$ cat config.mk
export PLATFORM = sky130hd
export DESIGN_NAME = mmio_console
export DESIGN_NICKNAME = d
export VERILOG_FILES = /design/src/rtl/mmio_console.sv
export SDC_FILE = /design/constraint.sdc
export NUM_CORES = 1
export LEC_CHECK = 0
export ABC_CLOCK_PERIOD_IN_PS = 3600
export BUFFER_PORTS_ARGS = -buffer_cell sky130_fd_sc_hd__buf_2
export CELL_PAD_IN_SITES_DETAIL_PLACEMENT = 1
export CELL_PAD_IN_SITES_GLOBAL_PLACEMENT = 1
export CORE_ASPECT_RATIO = 0.7
export CORE_MARGIN = 2
export CORE_UTILIZATION = 46
export DETAILED_ROUTE_END_ITERATION = 6
export PLACE_DENSITY_LB_ADDON = 0.1
export SETUP_SLACK_MARGIN = 0.1
export SYNTH_ARGS = -nofsm -noshare
export SYNTH_HDL_FRONTEND = slang
export SYNTH_SLANG_ARGS = --single-unit
$ cat constraint.sdc
create_clock -name clk_i -period 3.6 [get_ports clk_i]
set_input_delay 0.54 -clock clk_i [delete_from_list [all_inputs] [get_ports clk_i]]
set_output_delay 0.54 -clock clk_i [all_outputs]
set_load 0.01 [all_outputs]
$ cat src/rtl/mmio_console.sv
// -----------------------------------------------------------------------------
// mmio_console
//
// Memory-mapped test/console responder that sits beside data memory on the CPU
// data bus. Software stores characters into a FIFO that drains to a host sink
// over a ready/valid stream, signals end of test through a TOHOST word, and
// can read a free-running cycle counter.
//
// Register window (16 bytes at BASE_ADDR, selected by addr_i[3:2]):
//   0 TXDATA  W: wem_i[0] pushes wd_i[7:0]            R: 0
//   1 STATUS  W: wem_i[0] & wd_i[2] clears overflow   R: {count, halt, ovf, full, empty}
//   2 TOHOST  W: full-word store with bit0=1 halts    R: {exit_code_o, halt_o}
//   3 CYCLES  W: ignored                              R: cycle counter
//
// Ports:
//   clk_i        clock, rising edge
//   rst_i        synchronous active-high reset
//   addr_i       CPU byte address (shared with dmem)
//   wd_i         store data
//   we_i         store strobe, one cycle per store
//   wem_i        byte write-enable mask
//   rd_o         combinational read data, 0 when not selected (OR-able with dmem)
//   sel_o        address falls inside the register window
//   out_valid_o  a character is available at out_data_o
//   out_ready_i  sink accepts the character this cycle
//   out_data_o   head character of the FIFO
//   halt_o       sticky end-of-test flag
//   exit_code_o  exit code captured with the halting TOHOST store
//   done_o       halted and FIFO fully drained
// -----------------------------------------------------------------------------
module mmio_console #(
    parameter int                 WIDTH      = 32,
    parameter logic [WIDTH-1:0]   BASE_ADDR  = 32'h0001_0000,
    parameter int                 FIFO_DEPTH = 16
) (
    input  logic             clk_i,
    input  logic             rst_i,
    input  logic [WIDTH-1:0] addr_i,
    input  logic [WIDTH-1:0] wd_i,
    input  logic             we_i,
    input  logic [3:0]       wem_i,
    output logic [WIDTH-1:0] rd_o,
    output logic             sel_o,
    output logic             out_valid_o,
    input  logic             out_ready_i,
    output logic [7:0]       out_data_o,
    output logic             halt_o,
    output logic [WIDTH-2:0] exit_code_o,
    output logic             done_o
);

    localparam int AW = $clog2(FIFO_DEPTH);
    localparam int CW = AW + 1;

    typedef enum logic [1:0] {
        REG_TXDATA = 2'd0,
        REG_STATUS = 2'd1,
        REG_TOHOST = 2'd2,
        REG_CYCLES = 2'd3
    } reg_e;

    // State
    logic [7:0]       mem_q [FIFO_DEPTH];
    logic [AW-1:0]    wr_ptr_q,   wr_ptr_d;
    logic [AW-1:0]    rd_ptr_q,   rd_ptr_d;
    logic [CW-1:0]    count_q,    count_d;
    logic             overflow_q, overflow_d;
    logic             halt_q,     halt_d;
    logic [WIDTH-2:0] exit_q,     exit_d;
    logic [WIDTH-1:0] cycle_q,    cycle_d;

    // Decode
    reg_e reg_sel;
    logic wr_en;
    logic empty, full;
    logic push_req, push, pop;
    logic status_clr, tohost_wr;

    // Word-aligned registers: the low address bits carry no information here.
    logic unused_addr_bits;
    assign unused_addr_bits = ^addr_i[1:0];

    assign sel_o   = (addr_i[WIDTH-1:4] == BASE_ADDR[WIDTH-1:4]);
    assign reg_sel = reg_e'(addr_i[3:2]);
    assign wr_en   = we_i & sel_o;

    assign empty = (count_q == '0);
    assign full  = (count_q == CW'(FIFO_DEPTH));

    assign pop        = ~empty & out_ready_i;
    assign push_req   = wr_en & (reg_sel == REG_TXDATA) & wem_i[0];
    // A full FIFO still takes a character when the head leaves in the same cycle.
    assign push       = push_req & (~full | pop);
    assign status_clr = wr_en & (reg_sel == REG_STATUS) & wem_i[0] & wd_i[2];
    assign tohost_wr  = wr_en & (reg_sel == REG_TOHOST) & (wem_i == 4'b1111) & wd_i[0];

    // Next-state logic
    always_comb begin
        // NOTE: every output of a combinational block gets a default first so
        // no path leaves it unassigned, which would infer a latch.
        wr_ptr_d   = wr_ptr_q;
        rd_ptr_d   = rd_ptr_q;
        count_d    = count_q;
        overflow_d = overflow_q;
        halt_d     = halt_q;
        exit_d     = exit_q;
        cycle_d    = cycle_q + WIDTH'(1);

        // Pointers wrap naturally because FIFO_DEPTH is a power of two.
        if (push) wr_ptr_d = wr_ptr_q + AW'(1);
        if (pop)  rd_ptr_d = rd_ptr_q + AW'(1);

        unique case ({push, pop})
            2'b10:   count_d = count_q + CW'(1);
            2'b01:   count_d = count_q - CW'(1);
            default: count_d = count_q;
        endcase

        // Set and clear target different registers, so they never coincide.
        if (push_req && full && !pop) begin
            overflow_d = 1'b1;
        end else if (status_clr) begin
            overflow_d = 1'b0;
        end

        // The first halting store wins; the exit code is frozen afterwards.
        if (tohost_wr && !halt_q) begin
            halt_d = 1'b1;
            exit_d = wd_i[WIDTH-1:1];
        end
    end

    always_ff @(posedge clk_i) begin
        // NOTE: sequential state uses non-blocking assignments so every
        // register samples the pre-edge values, independent of statement order.
        if (rst_i) begin
            wr_ptr_q   <= '0;
            rd_ptr_q   <= '0;
            count_q    <= '0;
            overflow_q <= 1'b0;
            halt_q     <= 1'b0;
            exit_q     <= '0;
            cycle_q    <= '0;
        end else begin
            wr_ptr_q   <= wr_ptr_d;
            rd_ptr_q   <= rd_ptr_d;
            count_q    <= count_d;
            overflow_q <= overflow_d;
            halt_q     <= halt_d;
            exit_q     <= exit_d;
            cycle_q    <= cycle_d;
        end
    end

    // NOTE: the character storage has no reset; its contents are only
    // observable through valid entries, and the pointers/count are reset.
    always_ff @(posedge clk_i) begin
        if (push && !rst_i) begin
            mem_q[wr_ptr_q] <= wd_i[7:0];
        end
    end

    // Read mux: zero outside the window so it can be ORed with dmem data.
    always_comb begin
        rd_o = '0;
        if (sel_o) begin
            unique case (reg_sel)
                REG_TXDATA: rd_o = '0;
                REG_STATUS: begin
                    rd_o[0]      = empty;
                    rd_o[1]      = full;
                    rd_o[2]      = overflow_q;
                    rd_o[3]      = halt_q;
                    rd_o[8 +: CW] = count_q;
                end
                REG_TOHOST: rd_o = {exit_q, halt_q};
                REG_CYCLES: rd_o = cycle_q;
                default:    rd_o = '0;
            endcase
        end
    end

    assign out_valid_o = ~empty;
    assign out_data_o  = mem_q[rd_ptr_q];
    assign halt_o      = halt_q;
    assign exit_code_o = exit_q;
    assign done_o      = halt_q & empty;

endmodule

### Word level (Yosys, flattened, before mapping)

Memory sizes are Yosys's and may differ from the RTL's. A register that Yosys moved wholly into a read port is not among the register bits.
Cells that the tools add are included.

| storage, ports and cells | value |
|---|---|
| logic and storage cells | 59 |
| output and inout port bits | 75 |
| input bits | 72 |
| bits in writable memories | 128 |
| register bits | 78 |
| memories kept | 1 |

Memory list:

| memory | depth | width | rd ports | clocked after memory_dff | write ports | line | text |
|---|---|---|---|---|---|---|---|
| mem_q | 16 | 8 | 1 | 1 | 1 | 63 | `logic [7:0] mem_q [FIFO_DEPTH];` |

| operators by class | value |
|---|---|
| $add $sub $neg | 5 |
| reductions and logical operators | 11 |
| bitwise gates (word level) | 15 |
| muxes and demuxes | 12 |
| equality and inequality tests | 8 |

Operator list:

| kind | number |
|---|---|
| case mux 19 bit (2 select lines) | 1 |
| adder 32 x 1 -> 32 bit (second input constant) | 1 |
| two-way mux 32 bit | 1 |
| equality test 28 x 13 -> 1 bit (second input constant) | 1 |
| case mux 5 bit (4 select lines) | 1 |
| case mux 4 bit (4 select lines) | 1 |
| bitwise AND 1 bit | 12 |
| case mux 5 bit (2 select lines) | 1 |
| adder 4 x 1 -> 4 bit (second input constant) | 2 |
| two-way mux 4 bit | 2 |
| case mux 4 bit (2 select lines) | 1 |
| equality test 2 bit (second input constant) | 3 |
| adder 5 x 1 -> 5 bit (second input constant) | 1 |
| equality test 5 bit (second input constant) | 1 |
| logical NOT 5 bit | 1 |
| subtractor 5 x 1 -> 5 bit (second input constant) | 1 |
| equality test 2 x 1 -> 1 bit (second input constant) | 2 |
| equality test 4 bit (second input constant) | 1 |
| logical AND 1 bit | 4 |
| two-way mux 1 bit | 4 |
| nonzero test 2 bit | 2 |
| logical NOT 1 bit | 3 |
| logical NOT 2 bit | 1 |
| inverter 1 bit | 2 |
| OR 1 bit | 1 |

### Depth between registers and ports, before layout

| depth | value |
|---|---|
| word-level depth | 8 |
| depth in mapped cells | 12 |
| depth with buffers taken out | 11 |

### Worst setup path after synthesis

No wires, ideal clock.

| timing | value |
|---|---|
| path type | input port to flip-flop |
| start | input addr_i[5] |
| end | register count_q[4] |
| required time | 3.467 ns |
| stages | 10 |
| arrival | 2.578 ns |
| library setup time | 0.133 ns |
| path buffers | 0 |
| setup slack | 0.890 ns |
| cell sequence | nor4_1 nand4_1 nor2_2 nor2_1 ha_1 nor2b_1 o21ai_0 a21oi_1 a211oi_1 a31oi_1 |

| between the ends | value |
|---|---|
| word-level cells in the longest chain between the ends | 7 |
| elaborated cells on any way between the ends | 9 |
| classes of those cells | 3 x eq/ne; 1 x mux; 4 x bitwise; 1 x reduce/logical |

Ends and longest elaborated chain:

| item | line | text |
|---|---|---|
| from (decl) | 38 | `input logic [WIDTH-1:0] addr_i,` |
| equality test 28 x 13 -> 1 bit (*) | 83 | `assign sel_o = (addr_i[WIDTH-1:4] == BASE_ADDR[WIDTH-1:4]);` |
| bitwise AND 1 bit (*) | 85 | `assign wr_en = we_i & sel_o;` |
| bitwise AND 1 bit (*) (2 in series) | 91 | `assign push_req = wr_en & (reg_sel == REG_TXDATA) & wem_i[0];` |
| bitwise AND 1 bit (*) | 93 | `assign push = push_req & (~full \| pop);` |
| equality test 2 x 1 -> 1 bit / equality test 2 bit (equally long branches) | 113 | `unique case ({push, pop})` |
| case mux 5 bit (2 select lines) / nonzero test 2 bit (equally long branches) | n/a |  |
| to (signal assigned) | 147 | `count_q <= count_d;` |
| to (decl) | 66 | `logic [CW-1:0] count_q, count_d;` |

Every way passes the cells marked *; elsewhere a longest branch is shown, timed or not.
A chain may end at the register's enable or synchronous reset.

### Worst setup path in the final report

| timing | value |
|---|---|
| start | input addr_i[5] |
| end | output rd_o[27] |

| between the ends | value |
|---|---|
| word-level cells in the longest chain between the ends | 2 |

Ends and longest elaborated chain:

| item | line | text |
|---|---|---|
| equality test 28 x 13 -> 1 bit | 83 |  |
| two-way mux 32 bit | 166 | `if (sel_o) begin` |
| to (decl) | 42 | `output logic [WIDTH-1:0] rd_o,` |

No other way between the ends.

==> flow_metrics.tcl <==
set metrics [dict create \
    ys_warn_count 0 \
    worstPathMaxFanout 23 \
    worstReg2RegEnd "count_q[4]" \
    wl_met2_mm 10.5 \
    grt_max_degree 48 \
    endpoint "rd_o[27]" \
    die_w_um 172 \
    grt_overflow 0 \
    avgRoutedWirePerCell_um 20.6 \
    max_slew_margin_pct 50.0 \
    yosysMostFrequentCell "edfxtp_1" \
    clk_pin_slew_ns 0.06 \
    hold_viol 0 \
    postCtsSetupBuffers 0 \
    place_hpwl_mm 15.6 \
    synth-seq-area-share_pct 60.2 \
    critPathKind "in2out" \
    reg2reg_slack_ns 0.61 \
    fin_skew_ns 0.0124 \
    ys_types 43 \
    netlist_area_um2 9110 \
    start_util_pct 46.4 \
    drv_cap 0 \
    cts_sinks 210 \
    dieArea_um2 21000 \
    end_kind "primary output" \
    synth-edff-count 128 \
    drc_errors 0 \
    yosys_most_used_dff "edfxtp_1" \
    synthArstFlopShare_pct 0 \
    start_kind "primary input" \
    grt_first_pass_wirelength_mm 35.4 \
    vias_per_cell 5.48 \
    min_path_type "in2reg" \
    grtUsageTotal_pct 22.1 \
    cts_tree "built" \
    final_nets 910 \
    max_freq_mhz 324 \
    drive_gt1_share_pct 28.7 \
    finalMaxSlewViolations 0 \
    clock_path_buffers 3 \
    power_leakage_nw 3.93 \
    syn_inst 687 \
    fin_setup_tns_ns 0 \
    wl_met1_mm 10.7 \
    period_needed_ns 3.09 \
    dr.pass1.iters 6 \
    rows 43 \
    drt_iter0_markers 387 \
    area_growth_pct 18.6 \
    io_buffers 144 \
    io-pin-count 147 \
    status "finished clean" \
    r2r_cells 10 \
    drtAntennaViolNets 0 \
    synth_top_area_cell "edfxtp_1" \
    power.density_nw_per_um2 529 \
    synth_seq_cells 210 \
    die_h_um 122 \
    rsz0062_at_grt "no" \
    crit_path_start "addr_i[5]" \
    dr.max_layer_used "met4" \
    first_global_vias 6390 \
    cts.repair.resized 0 \
    insertion_delay_ns 0.50 \
    core_um2 19600 \
    cts_root_buf "clkbuf_16" \
    synthesis.nets 769 \
    r2r-start "count_q[0]" \
    hold_ws_ns 0.279 \
    worst_slew_pin_slew_ns 0.750 \
    finalCritPeriodShare_pct 85.8 \
    ir_worst_vdd_mv 0.248 \
    wl_met3_mm 1.54 \
    yosys-top-cells-count "128 x edfxtp_1, 122 x nor2_1, 82 x dfxtp_1" \
    antenna_found_initial 0 \
    synth_top_area_share_pct 42.2 \
    setup_violations 0 \
    vias 6105 \
    h-tree-depth 1 \
    synth_area_leaders "edfxtp_1 42%, dfxtp_1 18%, mux4_2 9.9%" \
    cts_buffers 22 \
    hold_buffers 0 \
    wl_mm 23.0 \
    globalplace.congestion 0.872 \
    crit_arrival_ns 2.55 \
    required_ns 3.06 \
    syn_avg_cell_area_um2 13.3 \
    antennaDiodeCount 0 \
]
[routing by layer]
metal / up-vias / GRT usage [%]
li1: 2824 / -
met1: 3060 / 32.6
met2: 193 / 35.5
met3: 28 / 2.99
met4: 0 / 4.15
met5: - / 0
[worst min path at each step]
stage | from | end | slack (ns) | cells after the start
detailed placement | overflow_q | overflow_q | 0.49 | 2
finish | wd_i[11] | exit_code_o[10] | 0.28 | 3
global route | wd_i[18] | exit_code_o[17] | 0.29 | 3
CTS | wd_i[11] | exit_code_o[10] | 0.27 | 3
floorplan | cycle_q[0] | cycle_q[0] | 0.45 | 1
global placement | overflow_q | overflow_q | 0.46 | 2
[through the flow]
stage | power [mW] | cell area (um^2) | worst slack, ns | util, % | cells
2_1_floorplan | 3.22 | 9110 | 0.890 | - | 687
3_3_place_gp | 3.45 | 10100 | 0.398 | 51.3 | 1074
3_5_place_dp | 3.47 | 10100 | 0.247 | 51.3 | 1074
4_1_cts | 5.77 | 10800 | 0.489 | 55.0 | 1114
5_1_grt | 5.92 | 10800 | 0.323 | 55.0 | 1114
6_report | 5.72 | 10800 | 0.512 | 55.0 | 1114
[flip-flops by register name, summed over array words and instances, names as in the netlist, named ones only]
register	cells
count_q	5
cycle_q	32
exit_code_o	31
halt_o	1
mem_q	128
overflow_q	1
rd_ptr_q	4
wr_ptr_q	4
[layout by cell type, fill, tap and decap left out, drive strengths merged, types with 2 or more instances in the layout]
cell / Yosys / final
a32oi: 2 / 2
mux4: 40 / 40
a21oi: 17 / 17
or3: 2 / 2
nor2b: 7 / 7
dfxtp: 82 / 82
or4: 2 / 2
ha: 9 / 9
xnor2: 22 / 22
bufinv: 0 / 2
inv: 14 / 14
xor2: 9 / 9
mux2: 9 / 9
a31o: 2 / 2
buf: 14 / 152
nand3: 12 / 12
and2: 3 / 3
o21ai: 6 / 6
edfxtp: 128 / 128
nor3: 11 / 11
and3: 22 / 22
clkbuf: 21 / 32
clkinv: 1 / 6
nand2: 20 / 20
and4: 4 / 4
nor4: 18 / 18
mux2i: 63 / 63
nand4: 11 / 11
nor2: 123 / 123
a211oi: 2 / 2
nand2b: 4 / 4
[layout make-up]
cell class	count	area [um^2]
Clock buffer	32	639
Clock inverter	8	93.8
Fill cell	2024	8830
Inverter	15	56.3
Multi-Input combinational cell	427	3400
Sequential cell	210	5490
Tap cell	270	338
Timing Repair Buffer	152	793
[critical path: stages]
cell	delay, ns
buf_2	0.10
nor4_1	0.33
nand4_1	0.32
or2_2	0.50
inv_1	0.11
nand2_1	0.11
buf_4	0.24
nor2_1	0.15
buf_2	0.15
[report_power, final]
group | total, mW | switching, mW | internal [mW] | leakage (nW)
Combinational | 0.810 | 0.404 | 0.405 | 1.76
Sequential | 2.62 | 0.0395 | 2.58 | 1.81
Clock | 2.29 | 0.915 | 1.38 | 0.356
[logic make-up after synthesis]
group | count (synthesis) | synth area share (%)
simple gates | 243 | 13.0
flops | 210 | 60.2
mux | 112 | 17.9
buf+inv | 50 | 2.44
compound gates | 31 | 1.96
xor+xnor | 31 | 2.98
fa+ha+maj | 10 | 1.46
Note: power is estimated with default switching activity, not from simulation.
